<file path="src/rtl/input_port_unit_pkg.sv">
// Router-wide output-port codes and flit field offsets, plus the port_t type shared by the input port logic.
`ifndef IPU_GLOBAL_DEFINES
`define IPU_GLOBAL_DEFINES
`define OUT_NONE_PORT  3'b000
`define OUT_LOCAL_PORT 3'b001
`define OUT_X1_PORT    3'b010
`define OUT_X2_PORT    3'b011
`define OUT_Y1_PORT    3'b100
`define FLIT_DSTX_MSB(w) ((w)-1)
`define FLIT_DSTY_BIT(w) ((w)-3)
`endif

package input_port_unit_pkg;
  typedef logic [2:0] port_t;
  localparam port_t PORT_NONE  = `OUT_NONE_PORT;
  localparam port_t PORT_LOCAL = `OUT_LOCAL_PORT;
  localparam port_t PORT_X1    = `OUT_X1_PORT;
  localparam port_t PORT_X2    = `OUT_X2_PORT;
  localparam port_t PORT_Y1    = `OUT_Y1_PORT;
endpackage

</file>
<file path="src/rtl/input_port_unit_if.sv">
// Upstream flit handshake plus allocator/crossbar-facing signals of one router input port.
interface input_port_unit_if #(
  parameter int FLIT_W = 32,
  parameter int DEPTH  = 4
);
  logic                     in_valid;
  logic [FLIT_W-1:0]        in_flit;
  logic                     in_ready;
  logic                     grant;
  logic [FLIT_W-1:0]        head_flit;
  logic [2:0]               port_dst;
  logic [$clog2(DEPTH):0]   count;
  logic                     err_grant_empty;
  logic [15:0]              stall_cnt;

  modport master (
    output in_valid, in_flit, grant,
    input  in_ready, head_flit, port_dst, count, err_grant_empty, stall_cnt
  );

  modport slave (
    input  in_valid, in_flit, grant,
    output in_ready, head_flit, port_dst, count, err_grant_empty, stall_cnt
  );
endinterface

</file>
<file path="src/rtl/input_port_unit_route_compute_xy.sv">
// Combinational X-then-Y dimension-order route lookup; also used by the local injection path.
module route_compute_xy
  import input_port_unit_pkg::*;
#(
  parameter int    CUR_X   = 0,
  parameter int    CUR_Y   = 0,
  parameter port_t XP_PORT = `OUT_X2_PORT,
  parameter port_t XN_PORT = `OUT_X1_PORT
) (
  input  logic [1:0] dst_x_i,
  input  logic       dst_y_i,
  input  logic       valid_i,
  output port_t      port_dst_o
);
  always_comb begin
    port_dst_o = PORT_NONE;
    if (!valid_i)                     port_dst_o = PORT_NONE;
    else if (dst_x_i > 2'(CUR_X))     port_dst_o = XP_PORT;
    else if (dst_x_i < 2'(CUR_X))     port_dst_o = XN_PORT;
    else if (dst_y_i != 1'(CUR_Y))    port_dst_o = PORT_Y1;
    else                              port_dst_o = PORT_LOCAL;
  end
endmodule

</file>
<file path="src/rtl/input_port_unit.sv">
// Input port: FIFO + XY route on head, 1-cycle write-to-request, no bypass; in_ready = !full, pop-to-ready 1 cycle.
// IPU_STALL_CNT_EN enables the saturating head-blocked cycle counter on stall_cnt.
module input_port_unit
  import input_port_unit_pkg::*;
#(
  parameter int    FLIT_W  = 32,
  parameter int    DEPTH   = 4,
  parameter int    CUR_X   = 0,
  parameter int    CUR_Y   = 0,
  parameter port_t XP_PORT = `OUT_X2_PORT,
  parameter port_t XN_PORT = `OUT_X1_PORT
) (
  input logic               clk,
  input logic               rst_n,
  input_port_unit_if.slave  ipu
);
  localparam int AW = $clog2(DEPTH);

  logic [FLIT_W-1:0] mem_q [DEPTH];
  logic [AW:0]       wr_ptr_q, wr_ptr_d, rd_ptr_q, rd_ptr_d;
  logic              err_q, err_d;
  logic              full, empty, push, pop;
  logic [FLIT_W-1:0] head;

  // Extra pointer MSB distinguishes full from empty when the low bits match.
  assign empty = (wr_ptr_q == rd_ptr_q);
  assign full  = (wr_ptr_q[AW] != rd_ptr_q[AW]) && (wr_ptr_q[AW-1:0] == rd_ptr_q[AW-1:0]);
  assign push  = ipu.in_valid && !full;
  assign pop   = ipu.grant && !empty;

  always_comb begin
    wr_ptr_d = push ? wr_ptr_q + 1'b1 : wr_ptr_q;
    rd_ptr_d = pop  ? rd_ptr_q + 1'b1 : rd_ptr_q;
    err_d    = err_q | (ipu.grant & empty);
  end

  always_ff @(posedge clk or negedge rst_n) begin
    if (!rst_n) begin
      wr_ptr_q <= '0;
      rd_ptr_q <= '0;
      err_q    <= 1'b0;
    end else begin
      wr_ptr_q <= wr_ptr_d;
      rd_ptr_q <= rd_ptr_d;
      err_q    <= err_d;
    end
  end

  always_ff @(posedge clk) begin
    if (push) mem_q[wr_ptr_q[AW-1:0]] <= ipu.in_flit;
  end

  assign head                = empty ? '0 : mem_q[rd_ptr_q[AW-1:0]];
  assign ipu.head_flit       = head;
  assign ipu.in_ready        = !full;
  assign ipu.count           = wr_ptr_q - rd_ptr_q;
  assign ipu.err_grant_empty = err_q;

  route_compute_xy #(
    .CUR_X   (CUR_X),
    .CUR_Y   (CUR_Y),
    .XP_PORT (XP_PORT),
    .XN_PORT (XN_PORT)
  ) u_route (
    .dst_x_i    (head[`FLIT_DSTX_MSB(FLIT_W) -: 2]),
    .dst_y_i    (head[`FLIT_DSTY_BIT(FLIT_W)]),
    .valid_i    (!empty),
    .port_dst_o (ipu.port_dst)
  );

`ifdef IPU_STALL_CNT_EN
  logic [15:0] stall_q;
  // Cumulative metric: saturates and is never cleared by a grant.
  always_ff @(posedge clk or negedge rst_n) begin
    if (!rst_n)                                        stall_q <= '0;
    else if (!empty && !ipu.grant && stall_q != 16'hFFFF) stall_q <= stall_q + 16'd1;
  end
  assign ipu.stall_cnt = stall_q;
`else
  assign ipu.stall_cnt = 16'h0000;
`endif
endmodule

</file>
<file path="src/flat_wrapper.sv">
// flat-port wrapper written by rule: the top's interface ports become plain ports
module input_port_unit_flat import input_port_unit_pkg::*;
#(
  parameter int    FLIT_W  = 32,
  parameter int    DEPTH   = 4,
  parameter int    CUR_X   = 0,
  parameter int    CUR_Y   = 0,
  parameter port_t XP_PORT = `OUT_X2_PORT,
  parameter port_t XN_PORT = `OUT_X1_PORT
)
  (clk, rst_n, ipu_in_valid, ipu_in_flit, ipu_grant, ipu_in_ready, ipu_head_flit, ipu_port_dst, ipu_count, ipu_err_grant_empty, ipu_stall_cnt);
  input_port_unit_if #(.FLIT_W(FLIT_W), .DEPTH(DEPTH)) ipu_i ();
  input logic clk;
  input logic rst_n;
  input wire logic [$bits(ipu_i.in_valid)-1:0] ipu_in_valid;
  input wire logic [$bits(ipu_i.in_flit)-1:0] ipu_in_flit;
  input wire logic [$bits(ipu_i.grant)-1:0] ipu_grant;
  output wire logic [$bits(ipu_i.in_ready)-1:0] ipu_in_ready;
  output wire logic [$bits(ipu_i.head_flit)-1:0] ipu_head_flit;
  output wire logic [$bits(ipu_i.port_dst)-1:0] ipu_port_dst;
  output wire logic [$bits(ipu_i.count)-1:0] ipu_count;
  output wire logic [$bits(ipu_i.err_grant_empty)-1:0] ipu_err_grant_empty;
  output wire logic [$bits(ipu_i.stall_cnt)-1:0] ipu_stall_cnt;
  assign ipu_i.in_valid = ipu_in_valid;
  assign ipu_i.in_flit = ipu_in_flit;
  assign ipu_i.grant = ipu_grant;
  assign ipu_in_ready = ipu_i.in_ready;
  assign ipu_head_flit = ipu_i.head_flit;
  assign ipu_port_dst = ipu_i.port_dst;
  assign ipu_count = ipu_i.count;
  assign ipu_err_grant_empty = ipu_i.err_grant_empty;
  assign ipu_stall_cnt = ipu_i.stall_cnt;
  input_port_unit #(.FLIT_W(FLIT_W), .DEPTH(DEPTH), .CUR_X(CUR_X), .CUR_Y(CUR_Y), .XP_PORT(XP_PORT), .XN_PORT(XN_PORT)) u_core (.clk(clk), .rst_n(rst_n), .ipu(ipu_i));
endmodule
</file>
<file path="config.mk">
export PLATFORM = sky130hd
export DESIGN_NAME = input_port_unit_flat
export DESIGN_NICKNAME = d
export VERILOG_FILES = /design/src/rtl/input_port_unit_pkg.sv /design/src/rtl/input_port_unit_if.sv /design/src/rtl/input_port_unit_route_compute_xy.sv /design/src/rtl/input_port_unit.sv /design/src/flat_wrapper.sv
export SDC_FILE = /design/constraint.sdc
export NUM_CORES = 1
export LEC_CHECK = 0
export CAP_MARGIN = 25
export CORE_ASPECT_RATIO = 0.75
export CORE_MARGIN = 10
export CORE_UTILIZATION = 57
export DETAILED_ROUTE_END_ITERATION = 8
export PLACE_DENSITY_LB_ADDON = 0.12
export SLEW_MARGIN = 20
export SYNTH_ARGS = -nofsm -noshare
export SYNTH_HDL_FRONTEND = slang
export SYNTH_HIERARCHICAL = 1
export SYNTH_SLANG_ARGS = --single-unit
</file>
<file path="constraint.sdc">
create_clock -name clk -period 6.65 [get_ports clk]
set_clock_uncertainty 0.15 [all_clocks]
set_input_delay 0.9975 -clock clk [delete_from_list [all_inputs] [get_ports clk]]
set_output_delay 0.9975 -clock clk [all_outputs]
set_load 0.01 [all_outputs]
</file>
== After elaboration in Yosys (flattened, before gate mapping) ==
Memory sizes are Yosys's and may differ from the RTL's.
Index checks and enable logic that the tools add are counted.

* Bits in registers: 7
* Bits in latches: 0
* Bits in writable memories: 128
* Bits in read-only memories: 0
* Input port bits: 36
* Logic and storage cells: 26
* Memories: 1

{| class="wikitable"
|+ Memory list
! memory !! words !! bits a word !! read ports !! clocked after Yosys merged registers in !! wr ports !! line !! source
|-
| u_core.mem_q || 4 || 32 || 1 || 0 || 1 || input_port_unit.sv:19 || <nowiki>logic [FLIT_W-1:0] mem_q [DEPTH];</nowiki>
|}

* Add/sub/neg operators: 3
* Multipliers: 0
* Divide/modulo/power cells: 0
* Order comparisons: 2
* Equality and inequality tests: 3
* Shift-type cells: 0
* Mux-type cells: 7
* Bitwise operators: 2
* Reductions and logical operators: 5

{| class="wikitable"
|+ Operators by type and width
! operator !! count
|-
| $mux 32 || 1
|-
| $mux 3 || 4
|-
| $add 3x1->3 const B || 2
|-
| $eq 3x3->1 || 1
|-
| $logic_and 1x1->1 || 3
|-
| $sub 3x3->3 || 1
|-
| $eq 2x2->1 || 1
|-
| $gt 2x1->1 const B || 1
|-
| $logic_not 1->1 || 2
|-
| $lt 2x1->1 const B || 1
|-
| $mux 1 || 2
|-
| $and 1x1->1 || 1
|-
| $ne 1x1->1 || 1
|-
| $or 1x1->1 || 1
|}

== Depth between registers and ports, before layout ==
* Depth in word-level cells: 6
* Gate-level depth with buffers: 9

== Modules after synthesis ==
Netlist, hierarchy kept.

{| class="wikitable"
|+ By module, submodules not included
! module !! instances !! cells each !! area each (µm²)
|-
| input_port_unit || 1 || 266 || 5526.6
|-
| route_compute_xy || 1 || 4 || 26.3
|}

== Least setup slack after synthesis ==
Ideal clock, no wire load.

* Kind: flip-flop to output port
* Start: register u_core.rd_ptr_q[1]
* End: output ipu_port_dst[0]
* Data arrival time: 2.060 ns
* Data required time: 5.503 ns
* Slack: 3.442 ns
* Cell stages (with the launch flop): 10
* Path buffers: 2
* Cells stage by stage: dfrtp_1 buf_4 clkbuf_1 inv_1 ha_1 nand2_1 nor2_2 nor2b_1 nor2_2 a21boi_0

* Cells in the longest elaborated chain, start to end: 6

{| class="wikitable"
|+ Ends and longest elaborated chain
! item !! line !! source
|-
| start: declaration || input_port_unit.sv:20 || <nowiki>logic [AW:0] wr_ptr_q, wr_ptr_d, rd_ptr_q, rd_ptr_d;</nowiki>
|-
| start signal: assignment || input_port_unit.sv:44 || <nowiki>rd_ptr_q <= rd_ptr_d;</nowiki>
|-
| $mem_v2 4x32 or $eq 3x3->1 (tied branches) || n/a ||
|-
| $mux 32 (*) || input_port_unit.sv:53 || <nowiki>assign head = empty ? '0 : mem_q[rd_ptr_q[AW-1:0]];</nowiki>
|-
| via ipu_head_flit[31] || flat_wrapper.sv:19 || <nowiki>output wire logic [$bits(ipu_i.head_flit)-1:0] ipu_head_flit;</nowiki>
|-
| $lt 2x1->1 || input_port_unit_route_compute_xy.sv:19 || <nowiki>else if (dst_x_i < 2'(CUR_X)) port_dst_o = XN_PORT;</nowiki>
|-
| $mux 3 || input_port_unit_route_compute_xy.sv:19 ||
|-
| $mux 3 (*) || input_port_unit_route_compute_xy.sv:18 || <nowiki>else if (dst_x_i > 2'(CUR_X)) port_dst_o = XP_PORT;</nowiki>
|-
| $mux 3 (*) || input_port_unit_route_compute_xy.sv:17 || <nowiki>if (!valid_i) port_dst_o = PORT_NONE;</nowiki>
|-
| end: declaration || flat_wrapper.sv:20 || <nowiki>output wire logic [$bits(ipu_i.port_dst)-1:0] ipu_port_dst;</nowiki>
|}

The timed path passes the listed nets; every way through them passes the cells marked *.

== Worst setup path after layout ==
* Start: register u_core.rd_ptr_q[1]
* End: output ipu_port_dst[2]

* Cells in the longest elaborated chain, start to end: 6

{| class="wikitable"
|+ Ends and longest elaborated chain
! item !! line
|-
| $mem_v2 4x32 or $eq 3x3->1 (tied branches) || n/a
|-
| $mux 32 || input_port_unit.sv:53
|-
| $lt 2x1->1 or $mux 3 (tied branches) || input_port_unit_route_compute_xy.sv:19, input_port_unit_route_compute_xy.sv:20
|-
| $mux 3 || input_port_unit_route_compute_xy.sv:19
|-
| $mux 3 || input_port_unit_route_compute_xy.sv:18
|-
| $mux 3 (*) || input_port_unit_route_compute_xy.sv:17
|}

Mark *: on every way between the ends. The rest lies on a longest branch, timed or not.

==> out/summary.txt <==
status = finished clean
diode count = 0
initial drt markers = 185
CTS sink count = 135
nets@finish = 397
drt pass-1 iters = 4
measured slew at the worst slew-check pin = 0.884 ns
Core Util, Final = 71.9%
HPWL after DPL = 5750 µm
H-tree Lvls = 4
layout cells sized above 1 = 13.7%
slew margin rel. = 41.1%
Tot Pwr = 3.52 mW
synthesized area = 5550 µm²
Synth Register Bits = 135
Req. time, crit path = 5.50 ns
post-synthesis cell type count = 26
CP Launch Type = register
Bufs and invs on worst path = 2
cts hold-fix bufs = 0
non-filler cells, final = 498
CTS clk-pin slew, worst paths = 0.05 ns
GRT Total Usage = 14.2%
reg2reg end = u_core/mem_q[0][0]
# Post-CTS Setup Buffers = 0
clk root buf = clkbuf_16
fill count = 604
Multi-input gate area = 1380 µm²
port bufs = 75
CP Capture Type = primary output
Die Footprint = 14100 µm²
Syn Inst Count = 270
vias in the first global route = 2825
Seq. cell area = 4020 µm²
Wirelength per Cell = 19.2 µm
CP cell instances = inv_1 > ha_1 > nand2_1 > nor2_4 > nor2b_1 > nor2_2 > and3_1 > clkdlybuf4s50_1
delay-heaviest family, CP = simple AND/OR/NAND/NOR gates
DP Cell Count = 466
area added between synthesis and finish = 24.1%
post-place setup slack = 2.18 ns
final-report max-slew violation count = 0
Setup CP Type = register to primary output
Starting Density = 58.0%
Fin. Hold Viols = 0
Final Routed Wirelength = 9580 µm
initial antenna violation count = 0
setup slack after layout = 1.82 ns
Synthesis Warnings = 6
Min-Delay Endpoint = u_core/ipu.err_grant_empty
die width = 134 µm
DP Area = 6350 µm²
largest fanout on the critical path = 36
Crit path largest cell delay = 0.89 ns
total gr overflow = 0
CTS tree = done
Sequential Power Share = 35.4%
# DRC = 0
IR drop worst, VDD = 0.339 mV
Min-Delay Path Class = register to register
worst r2r path cells = 4
leakage power = 2.40 nW
commonest non-fill, non-tap cell in the layout = edfxtp_1
most frequent cells in the layout = edfxtp_1 (128), clkdlybuf4s50_1 (75), nor2b_1 (33)
first-pass GRT wire length = 15300 µm
fin crit share = 72.6%
Worst path slowest cell = dfrtp_2
maximum clock rate = 207 MHz
Rows = 31
Num CTS Buffers = 17
post-route ant nets = 0
Internal = 2.45 mW
Worst-Skew Late Latency = 0.41 ns
worst r2r src = u_core/rd_ptr_q[1]
Seq/Total Area, Yosys = 72.4%
gpl congestion = 0.738
pin count of the biggest net entering global routing = 37
deepest clock path buffer count = 2
Clk pwr share = 23.6%
CTS-repair resized insts = 0
Sw Ratio = 30.4%
PD cells = 511 nW/µm²
WHS Path Cells = 1
crit path time final = 4.83 ns
arrival time of the worst setup path = 3.68 ns
final non-filler cell area = 6890 µm²
net switching power = 1.07 mW
Comb pwr share = 41.0%
Die Ht = 105 µm
final setup fails = 0
setup TNS = 0 ns
RSZ-0062 raised after global routing = no
hold path startpoint = u_core/ipu.err_grant_empty
total of max-cap violations = 0
Vias/cell = 5.29
via count = 2634
WHS = 0.303 ns
synthesized area per cell = 20.6 µm²
# IOs = 92
r2r setup slk = 3.79 ns
Core Box Area = 9580 µm²
Yosys cell counts, drive strengths merged:
master / n / share of area, %
a21boi: 1 / 0.14
a21o: 1 / 0.14
a21oi: 2 / 0.18
a31oi: 2 / 0.23
and3: 5 / 0.56
buf: 22 / 3.2
clkbuf: 5 / 0.34
conb: 1 / 0.068
dfrtp: 7 / 3.2
edfxtp: 128 / 69
fa: 1 / 0.36
ha: 7 / 1.6
inv: 6 / 0.41
mux2: 3 / 0.61
mux4: 32 / 15
nand2: 3 / 0.20
nand3: 1 / 0.090
nor2: 2 / 0.23
nor2b: 33 / 3.7
o21ai: 3 / 0.27
xnor2: 4 / 0.63
xor2: 1 / 0.16
layer usage:
metal | global-route usage, % | up-vias | wire length (µm)
li1 | - | 1215 | -
met1 | 16.9 | 1331 | 4060
met2 | 22.2 | 81 | 4700
met3 | 6.21 | 7 | 724
met4 | 6.28 | 0 | 93
met5 | 0 | - | 0
power groups by stage:
stage | combinational (mW) | clock, mW | sequential [mW]
CTS | 1.48 | 0.850 | 1.25
detailed placement | 1.47 | 0 | 1.27
finish | 1.44 | 0.830 | 1.25
floorplan | 0.840 | 0 | 1.21
global route | 1.57 | 0.883 | 1.27
global placement | 1.45 | 0 | 1.26
sequential cells by signal (all words and copies together), names as in the netlist:
| signal | cells |
|---|---|
| u_core/mem_q | 128 |
| u_core/rd_ptr_q | 3 |
| u_core/wr_ptr_q | 3 |
| u_core/ipu.err_grant_empty | 1 |
cells by family (layout without fill, tap and decap cells):
| kind of cell | Yosys count | in the layout | share of synthesized area, % |
|---|---|---|---|
| flops | 135 | 135 | 72.4 |
| simple gates | 44 | 44 | 4.80 |
| mux | 35 | 35 | 15.1 |
| buf+inv | 33 | 114 | 3.94 |
| compound gates | 9 | 9 | 0.946 |
| fa+ha+maj | 8 | 8 | 1.94 |
| xor+xnor | 5 | 5 | 0.789 |
| other cells | 1 | 16 | 0.0675 |
final cells by class:
class	instances	area share, %
Clock inverter	14	1.62
Timing Repair Buffer	76	11.0
Inverter	6	0.327
Clock buffer	18	6.23
Sequential cell	135	58.4
Multi-Input combinational cell	117	20.1
Tap cell	132	2.40
worst max-delay path by stage:
stage,from,depth (start not counted),slack (ns),endpoint
after floorplan,u_core/rd_ptr_q[1],9,3.44,ipu_port_dst[0]
after global placement,u_core/rd_ptr_q[1],8,2.33,ipu_port_dst[2]
after detailed placement,u_core/rd_ptr_q[1],8,2.18,ipu_port_dst[2]
after CTS,u_core/rd_ptr_q[1],8,1.74,ipu_port_dst[2]
after global routing,u_core/rd_ptr_q[1],8,1.55,ipu_port_dst[2]
final,u_core/rd_ptr_q[1],8,1.82,ipu_port_dst[2]
worst reg2reg max path: cells and delay by family, from the launching register on:
| family | cells | cell delay, ns |
|---|---|---|
| buf+inv | 1 | 0.11 |
| simple gates | 2 | 0.95 |
| flops | 1 | 0.89 |
| fa+ha+maj | 1 | 0.35 |
(Power assumes the default switching activity.)
